--- config.mk ---
export PLATFORM = sky130hd
export DESIGN_NAME = bcd_timekeeper
export DESIGN_NICKNAME = d
export VERILOG_FILES = /design/src/rtl/bcd_timekeeper.sv
export SDC_FILE = /design/constraint.sdc
export NUM_CORES = 1
export LEC_CHECK = 0
export CORE_ASPECT_RATIO = 1.5
export CORE_UTILIZATION = 40
export CTS_BUF_LIST = sky130_fd_sc_hd__clkbuf_4 sky130_fd_sc_hd__clkbuf_8 sky130_fd_sc_hd__clkbuf_16
export DETAILED_ROUTE_END_ITERATION = 8
export PLACE_DENSITY = 0.72
export SETUP_SLACK_MARGIN = 0.2
export SYNTH_ARGS = -nofsm -noshare
export SYNTH_HDL_FRONTEND = slang
export SYNTH_SLANG_ARGS = --single-unit
--- constraint.sdc ---
create_clock -name hwclk -period 2.6 [get_ports hwclk]
set_input_delay 0.52 -clock hwclk [delete_from_list [all_inputs] [get_ports hwclk]]
set_output_delay 0.52 -clock hwclk [all_outputs]
set_load 0.03 [all_outputs]
--- src/rtl/bcd_timekeeper.sv ---
// Real-time clock: prescaled 1 Hz BCD hh:mm:ss counter with load,
// 12/24 h display mapping and registered event strobes.
module bcd_timekeeper #(
    parameter int unsigned CLK_HZ     = 12000000,
    parameter int unsigned PRESCALE_W = 32
) (
    input  logic       hwclk,
    input  logic       rst,
    input  logic       en,
    input  logic       mode_12h,
    input  logic       load,
    input  logic [3:0] ld_h1,
    input  logic [3:0] ld_h0,
    input  logic [3:0] ld_m1,
    input  logic [3:0] ld_m0,
    input  logic [3:0] ld_s1,
    input  logic [3:0] ld_s0,
    output logic [3:0] h1,
    output logic [3:0] h0,
    output logic [3:0] m1,
    output logic [3:0] m0,
    output logic [3:0] s1,
    output logic [3:0] s0,
    output logic       pm,
    output logic       tick_1hz,
    output logic       min_tick,
    output logic       hour_tick,
    output logic       day_tick,
    output logic       load_err
);

    localparam logic [PRESCALE_W-1:0] LAST = PRESCALE_W'(CLK_HZ - 1);
    localparam logic [PRESCALE_W-1:0] ONE  = PRESCALE_W'(1);

    logic [PRESCALE_W-1:0] presc_q, presc_d;
    logic [3:0] h1_q, h0_q, m1_q, m0_q, s1_q, s0_q;
    logic [3:0] h1_d, h0_d, m1_d, m0_d, s1_d, s0_d;
    logic tick_q, min_q, hour_q, day_q, err_q;
    logic tick_d, min_d, hour_d, day_d, err_d;
    logic step, ld_ok, ld_go, sec_wrap, min_wrap, hr_wrap;

    always_comb begin
        step     = en && (presc_q == LAST);
        sec_wrap = (s1_q == 4'd5) && (s0_q == 4'd9);
        min_wrap = (m1_q == 4'd5) && (m0_q == 4'd9);
        hr_wrap  = (h1_q == 4'd2) && (h0_q == 4'd3);
        ld_ok    = (ld_h1 <= 4'd2) && (ld_h0 <= 4'd9)
                && !((ld_h1 == 4'd2) && (ld_h0 > 4'd3))
                && (ld_m1 <= 4'd5) && (ld_m0 <= 4'd9)
                && (ld_s1 <= 4'd5) && (ld_s0 <= 4'd9);
        ld_go    = load && ld_ok;
        presc_d  = presc_q;
        h1_d     = h1_q;
        h0_d     = h0_q;
        m1_d     = m1_q;
        m0_d     = m0_q;
        s1_d     = s1_q;
        s0_d     = s0_q;
        if (ld_go) begin
            presc_d = '0;
            h1_d    = ld_h1;
            h0_d    = ld_h0;
            m1_d    = ld_m1;
            m0_d    = ld_m0;
            s1_d    = ld_s1;
            s0_d    = ld_s0;
        end else begin
            if (en) presc_d = step ? '0 : presc_q + ONE;
            if (step) begin
                s0_d = (s0_q == 4'd9) ? 4'd0 : s0_q + 4'd1;
                if (s0_q == 4'd9) s1_d = sec_wrap ? 4'd0 : s1_q + 4'd1;
                if (sec_wrap) m0_d = (m0_q == 4'd9) ? 4'd0 : m0_q + 4'd1;
                if (sec_wrap && (m0_q == 4'd9))
                    m1_d = min_wrap ? 4'd0 : m1_q + 4'd1;
                if (sec_wrap && min_wrap) begin
                    if (hr_wrap) begin
                        h1_d = 4'd0;
                        h0_d = 4'd0;
                    end else if (h0_q == 4'd9) begin
                        h1_d = h1_q + 4'd1;
                        h0_d = 4'd0;
                    end else begin
                        h0_d = h0_q + 4'd1;
                    end
                end
            end
        end
        tick_d = step && !ld_go;
        min_d  = tick_d && sec_wrap;
        hour_d = min_d && min_wrap;
        day_d  = hour_d && hr_wrap;
        // a held load line must not stretch the error strobe
        err_d  = load && !ld_ok && !err_q;
    end

    always_ff @(posedge hwclk) begin
        if (rst) begin
            presc_q <= '0;
            h1_q    <= '0;
            h0_q    <= '0;
            m1_q    <= '0;
            m0_q    <= '0;
            s1_q    <= '0;
            s0_q    <= '0;
            tick_q  <= 1'b0;
            min_q   <= 1'b0;
            hour_q  <= 1'b0;
            day_q   <= 1'b0;
            err_q   <= 1'b0;
        end else begin
            presc_q <= presc_d;
            h1_q    <= h1_d;
            h0_q    <= h0_d;
            m1_q    <= m1_d;
            m0_q    <= m0_d;
            s1_q    <= s1_d;
            s0_q    <= s0_d;
            tick_q  <= tick_d;
            min_q   <= min_d;
            hour_q  <= hour_d;
            day_q   <= day_d;
            err_q   <= err_d;
        end
    end

    always_comb begin
        h1 = h1_q;
        h0 = h0_q;
        if (mode_12h) begin
            unique case (1'b1)
                (h1_q == 4'd0) && (h0_q == 4'd0): begin
                    h1 = 4'd1;
                    h0 = 4'd2;
                end
                (h1_q == 4'd1) && (h0_q >= 4'd3): begin
                    h1 = 4'd0;
                    h0 = h0_q - 4'd2;
                end
                (h1_q == 4'd2) && (h0_q <= 4'd1): begin
                    h1 = 4'd0;
                    h0 = h0_q + 4'd8;
                end
                (h1_q == 4'd2) && (h0_q >= 4'd2): begin
                    h1 = 4'd1;
                    h0 = h0_q - 4'd2;
                end
                default: ;
            endcase
        end
    end

    assign m1        = m1_q;
    assign m0        = m0_q;
    assign s1        = s1_q;
    assign s0        = s0_q;
    assign pm        = (h1_q == 4'd2) || ((h1_q == 4'd1) && (h0_q >= 4'd2));
    assign tick_1hz  = tick_q;
    assign min_tick  = min_q;
    assign hour_tick = hour_q;
    assign day_tick  = day_q;
    assign load_err  = err_q;

endmodule
==> run summary, run 1 <==
Status - finished with violations
Violated checks - negative setup slack
Final global-route overflow total - 0
Clk buf depth - 2
Post-synth EDFFs - 0
IO buf count - 58
RSZ-0062 raised after global routing - true
Synth cell types - 51
DP HPWL - 6960 µm
Placed cell count - 589
First-pass GRT wire length - 15,900 µm
CP Launch Type - flop
Vias in the first global route - 3,386
Clock slew at reported path FFs - 0.05 ns
Final antenna-violating net count - 0
Data required, critical path - 2.08 ns
DR DRC count - 0
Top-Level Pins - 59
1st-pass router iterations - 4
Multi-input logic area - 2280 µm²
Fill cells - 705
Setup Skew - 0.00829 ns
Area fraction of the dominant cell type after synthesis - 36.0%
GP Congestion - 0.870
Nets@finish - 553
DR WL/cell - 16.3 µm
Reg area - 1230 µm²
Worst Path Arrival - 2.09 ns
TNS Setup - -0.0149 ns
Tcrit/Tclk final - 101%
Pin count of the biggest net entering global routing - 31
Synth Flop Type - dfxtp_1
Initial DRC count - 120
Clk root buf - clkbuf_16
Relative slew margins - 63.7%
Die height - 115 µm
Via/cell ratio - 5.69
CP Max Fanout - 3
Share of layout cells above drive strength 1 - 22.6%
CTS Sinks - 61
Routed wire length - 10,100 µm
Final WS setup - -0.0149 ns
Total power per unit cell area - 429 nW/µm²
Seq pwr share - 44.1%
Crit path capture type - primary output
Switching pwr - 0.472 mW
Top cells by area, synth - dfxtp_1 (36%), nor2_1 (6.6%), xor2_1 (6.5%), ha_1 (4.1%), nand3_1 (3.5%)
Largest area contributor in the netlist - dfxtp_1
Die W - 77.2 µm
Total Power Consumption - 2.14 mW
LEAKAGE - 1.84 nW
Sequential-to-total area share from yosys stat - 36.0%
Final hold vios - 0
Initial Util - 41.9%
Ys async rst share - 0%
Yosys reg bits - 61
Worst-Margin Slew - 0.540 ns
Clk_lat worst skew - 0.32 ns
Peak VDD IR - 0.411 mV
Mapped Area - 3390 µm²
Clock network power share - 49.8%
Setup violators final - 1
CTS tree - yes
Final std cells w/o fill - 623
Syn Nets - 455
Crit path kind - flop to primary output
Gate Count Post-Synth - 415
Cts bufs inserted - 9
Fmax - 0.382 GHz
Diodes inserted - 0
Via count - 3,547
Maxcap violations - 0
CORE AREA - 8110 µm²
GR Util All Layers - 22.4%
Max Slew Vio Count - 0
H-tree depth - 3
Combinational power share - 6.1%
Pint - 1.67 mW
Layout area overhead - 46.9%
Synth Warn # - 0
Core Rows - 40
Syn Area/Cell - 8.18 µm²
Hold crit path type - flop to flop
Sw frac - 22.1%
Die ar. - 8870 µm²
Tmin final - 2.61 ns
Initial antenna violation count - 0
[power groups by stage]
| stage | Clock (mW) | Combinational [mW] | Sequential (mW) |
|---|---|---|---|
| 2_1_floorplan | 0 | 0.0413 | 0.966 |
| 3_3_place_gp | 0 | 0.121 | 0.964 |
| 3_5_place_dp | 0 | 0.122 | 0.964 |
| 4_1_cts | 1.07 | 0.124 | 0.944 |
| 5_1_grt | 1.11 | 0.137 | 0.943 |
| 6_report | 1.06 | 0.131 | 0.943 |
[cell families after synthesis]
logic type / count (synthesis) / share of synthesized area [%]
AND/OR/NAND/NOR: 190 / 30.4
AO/OA/AOI/OAI: 76 / 14.8
flip-flops: 61 / 36.0
XOR/XNOR: 36 / 9.29
buffers and inverters: 36 / 4.02
adder cells (fa/ha/maj): 11 / 4.05
multiplexers: 5 / 1.47
[per-layer routing]
metal	global-route usage [%]	share of wire, %
met5	1.67	0
met1	23.6	41
met4	11.1	3.1
met2	42.2	53
met3	3.97	3.5
[critical path, cell delays in order (launching register included)]
cell,delay [ns]
dfxtp_4,0.36
inv_4,0.06
ha_4,0.11
or3b_4,0.39
buf_6,0.14
a32oi_4,0.20
buf_6,0.14
o21ai_2,0.05
o21ai_1,0.15
buf_4,0.18
[through the flow]
| stage | utilization (%) | area (µm²) | worst slack (ns) | hold WS [ns] |
|---|---|---|---|---|
| after detailed placement | 53.0 | 4300 | -0.135 | 0.499 |
| after CTS | 58.1 | 4710 | 0.0171 | 0.507 |
| final | 61.5 | 4990 | -0.0149 | 0.505 |
| after global placement | 53.0 | 4300 | -0.126 | 0.483 |
| after global routing | 61.5 | 4990 | -0.0607 | 0.536 |
| after floorplan | - | 3420 | 0.0446 | 0.472 |
[registers in the layout, summed over array words and instances (netlist names)]
name and count:
min_tick 1, load_err 1, m0 4, s0 4, h1_q 4, hour_tick 1
day_tick 1, m1 4, tick_1hz 1, s1 4, h0_q 4, presc_q 32
[cell type report]
type | count | share of cell area, %
clock buffer | 11 | 4.82
clock inverter | 5 | 0.552
inverter | 15 | 1.23
multi-input combinational | 318 | 45.8
sequential | 61 | 24.7
tap | 105 | 2.63
timing repair buffer | 108 | 20.2
[cells in the mapped netlist, types with 13 or more instances]
cell and instances:
nand4_1 18, inv_1 15, a21oi_1 13, dfxtp_1 61, xor2_1 25, nand2_1 22, o21ai_0 20, clkbuf_1 20
nand3_1 24, nor2_1 60
[repair_timing]
item                       CTS  global route
hold buffers                 0             0
setup buffers                6            12
resized for setup           35            45
gates cloned                 0             0
pin swaps                    6            27
setup endpoints to repair   12            23
[cell usage in the layout (no fill, tap or decap), types with 5 or more instances in the layout]
master and count:
xor2_1 25, buf_6 13, a211oi_1 8, a21oi_1 10, a31oi_1 6, inv_1 13, buf_4 39, nand4_1 18
ha_1 8, clkbuf_16 9, xnor2_1 11, nand3_1 24, nor2_1 60, mux2i_1 5, nor4_1 5, dfxtp_1 56
clkdlybuf4s50_1 52, and3_1 11, or4_4 5, o21ai_0 15, nand2_1 21
[final timing paths]
path,slack (ns),endpoint,from,depth (start not counted)
setup / recovery,-0.01,h0[1],h1_q[1],9
hold / removal,0.50,s1[3],s1[3],2
setup reg to reg,0.08,m0[1],presc_q[25],5
hold reg to reg,0.50,s1[3],s1[3],2
Power figures use the tool's default switching activity.
==> inputs of run 2 (changes only) <==
--- a/config.mk
+++ b/config.mk
@@ -6,8 +6,10 @@
 export NUM_CORES = 1
 export LEC_CHECK = 0
 export CORE_ASPECT_RATIO = 1.5
+export CORE_MARGIN = 4
 export CORE_UTILIZATION = 40
 export CTS_BUF_LIST = sky130_fd_sc_hd__clkbuf_4 sky130_fd_sc_hd__clkbuf_8 sky130_fd_sc_hd__clkbuf_16
+export CTS_CLUSTER_DIAMETER = 60
 export DETAILED_ROUTE_END_ITERATION = 8
 export PLACE_DENSITY = 0.72
 export SETUP_SLACK_MARGIN = 0.2
==> run summary, run 2 (same netlist as run 1, synthesis figures left out) <==
H-tree depth - 3 (unchanged)
Final std cells w/o fill - 613 (was 623)
Total power per unit cell area - 442 nW/µm² (was 429 nW/µm²)
Relative slew margins - 56.4% (was 63.7%)
Peak VDD IR - 0.350 mV (was 0.411 mV)
RSZ-0062 raised after global routing - true (unchanged)
Initial DRC count - 146 (was 120)
Status - finished, final reports clean (was finished with violations)
GR Util All Layers - 19.5% (was 22.4%)
Cts bufs inserted - 9 (unchanged)
DP HPWL - 7220 µm (was 6960 µm)
Initial Util - 41.6% (was 41.9%)
DR WL/cell - 16.1 µm (was 16.3 µm)
Max Slew Vio Count - 0 (unchanged)
Die W - 83.2 µm (was 77.2 µm)
1st-pass router iterations - 4 (unchanged)
Finished Cell Area - 4820 µm² (was 4990 µm²)
Tcrit/Tclk final - 98.7% (was 101%)
TNS Setup - 0 ns (was -0.0149 ns)
First-pass GRT wire length - 16,100 µm (was 15,900 µm)
CP Max Fanout - 4 (was 3)
Clock slew at reported path FFs - 0.05 ns (about the same)
Setup violators final - 0 (was 1)
Fmax - 0.390 GHz (was 0.382 GHz)
Layout area overhead - 42.0% (was 46.9%)
Share of layout cells above drive strength 1 - 20.9% (was 22.6%)
GP Congestion - 0.910 (was 0.870)
CTS Sinks - 61 (unchanged)
Pin count of the biggest net entering global routing - 31 (unchanged)
Initial antenna violation count - 0 (unchanged)
Routed wire length - 9890 µm (was 10,100 µm)
Placed cell count - 591 (was 589)
Maxcap violations - 0 (unchanged)
Crit path capture type - primary output (unchanged)
Dpl cell area - 4300 µm² (about the same)
Hold crit path type - flop to flop (unchanged)
CP Launch Type - flop (unchanged)
Biggest register - presc_q (unchanged)
Die ar. - 10,100 µm² (was 8870 µm²)
Core Rows - 40 (unchanged)
Tmin final - 2.57 ns (was 2.61 ns)
Final hold vios - 0 (unchanged)
Clk root buf - clkbuf_16 (unchanged)
Clk buf depth - 2 (unchanged)
Setup Skew - 0.00467 ns (was 0.00829 ns)
Vias in the first global route - 3,374 (was 3,386)
CTS tree - yes (unchanged)
Via count - 3,440 (was 3,547)
Top-Level Pins - 59 (unchanged)
Final global-route overflow total - 0 (unchanged)
Diodes inserted - 0 (unchanged)
LEAKAGE - 1.74 nW (was 1.84 nW)
Hold buffers post-CTS - 0 (unchanged)
Nets@finish - 543 (was 553)
Die height - 121 µm (was 115 µm)
CORE AREA - 8160 µm² (was 8110 µm²)
Max FFs per register - 32 (unchanged)
DR DRC count - 0 (unchanged)
Clk_lat worst skew - 0.32 ns (about the same)
Crit path kind - flop to primary output (unchanged)
Final antenna-violating net count - 0 (unchanged)
Hold path depth - 2 (unchanged)
Via/cell ratio - 5.61 (was 5.69)
Total Power Consumption - 2.13 mW (was 2.14 mW)
Worst Path Arrival - 2.05 ns (was 2.09 ns)
R2r worst-path depth - 5 (unchanged)
Commonest non-fill, non-tap cell in the layout - nor2_1 (unchanged)
Worst-Margin Slew - 0.648 ns (was 0.540 ns)
IO buf count - 58 (unchanged)
Data required, critical path - 2.08 ns (about the same)
Commonest cells after routing, fill and taps aside - nor2_1 (60), dfxtp_1 (54), clkdlybuf4s50_1 (52) (was nor2_1 (60), dfxtp_1 (56), clkdlybuf4s50_1 (52))
## run 2: worst paths after layout
| check | startpoint | slack [ns] | end |
|---|---|---|---|
| max | h1_q[1] | 0.03 | h0[2] |
| min | s1[3] | 0.51 | s1[3] |
| max reg2reg | presc_q[25] | 0.11 | m0[1] |
| min reg2reg | s1[3] | 0.51 | s1[3] |
## run 2: worst max-delay path, cell delays in order (launching register included)
cell and delay [ns]:
dfxtp_4 0.36, inv_2 0.06, ha_2 0.15, or3b_4 0.42, o21ai_4 0.19, nand2_2 0.07, buf_4 0.13, a32o_1 0.21
buf_6 0.14
## run 2: power by group
part	internal (mW)	leakage (nW)	switching [mW]
Sequential	0.939	0.496	0.00477
Clock	0.657	0.136	0.402
Combinational	0.0673	1.11	0.0576
Total	1.66	1.74	0.465
## run 2: stage by stage
stage          hold slack, ns  setup WS, ns  utilization, %
2_1_floorplan           0.472        0.0446               -
3_3_place_gp            0.480       -0.0525            52.7
3_5_place_dp            0.501       -0.0930            52.7
4_1_cts                 0.509        0.0494            57.1
5_1_grt                 0.529       -0.0230            59.1
6_report                0.509        0.0333            59.1
## run 2: cell type report
type,count,area (µm²)
clock buffer,11,240
clock inverter,5,27.5
fill,689,3340
inverter,15,56.3
multi-input combinational,318,2230
sequential,61,1230
tap,105,131
timing repair buffer,98,906
## run 2: what timing repair did
action                                  in CTS  in global routing
pin swaps                                    9                 16
gates resized for setup                     25                 40
endpoints found under the setup margin      12                 18
buffers inserted                             2                  4
## run 2: metal layers
metal,vias to the layer above,share of wire [%],global-route usage (%)
met5,-,0,0
met3,25,3.9,3.68
li1,1690,-,-
met4,0,2.9,10.0
met1,1626,38,19.8
met2,99,55,37.2
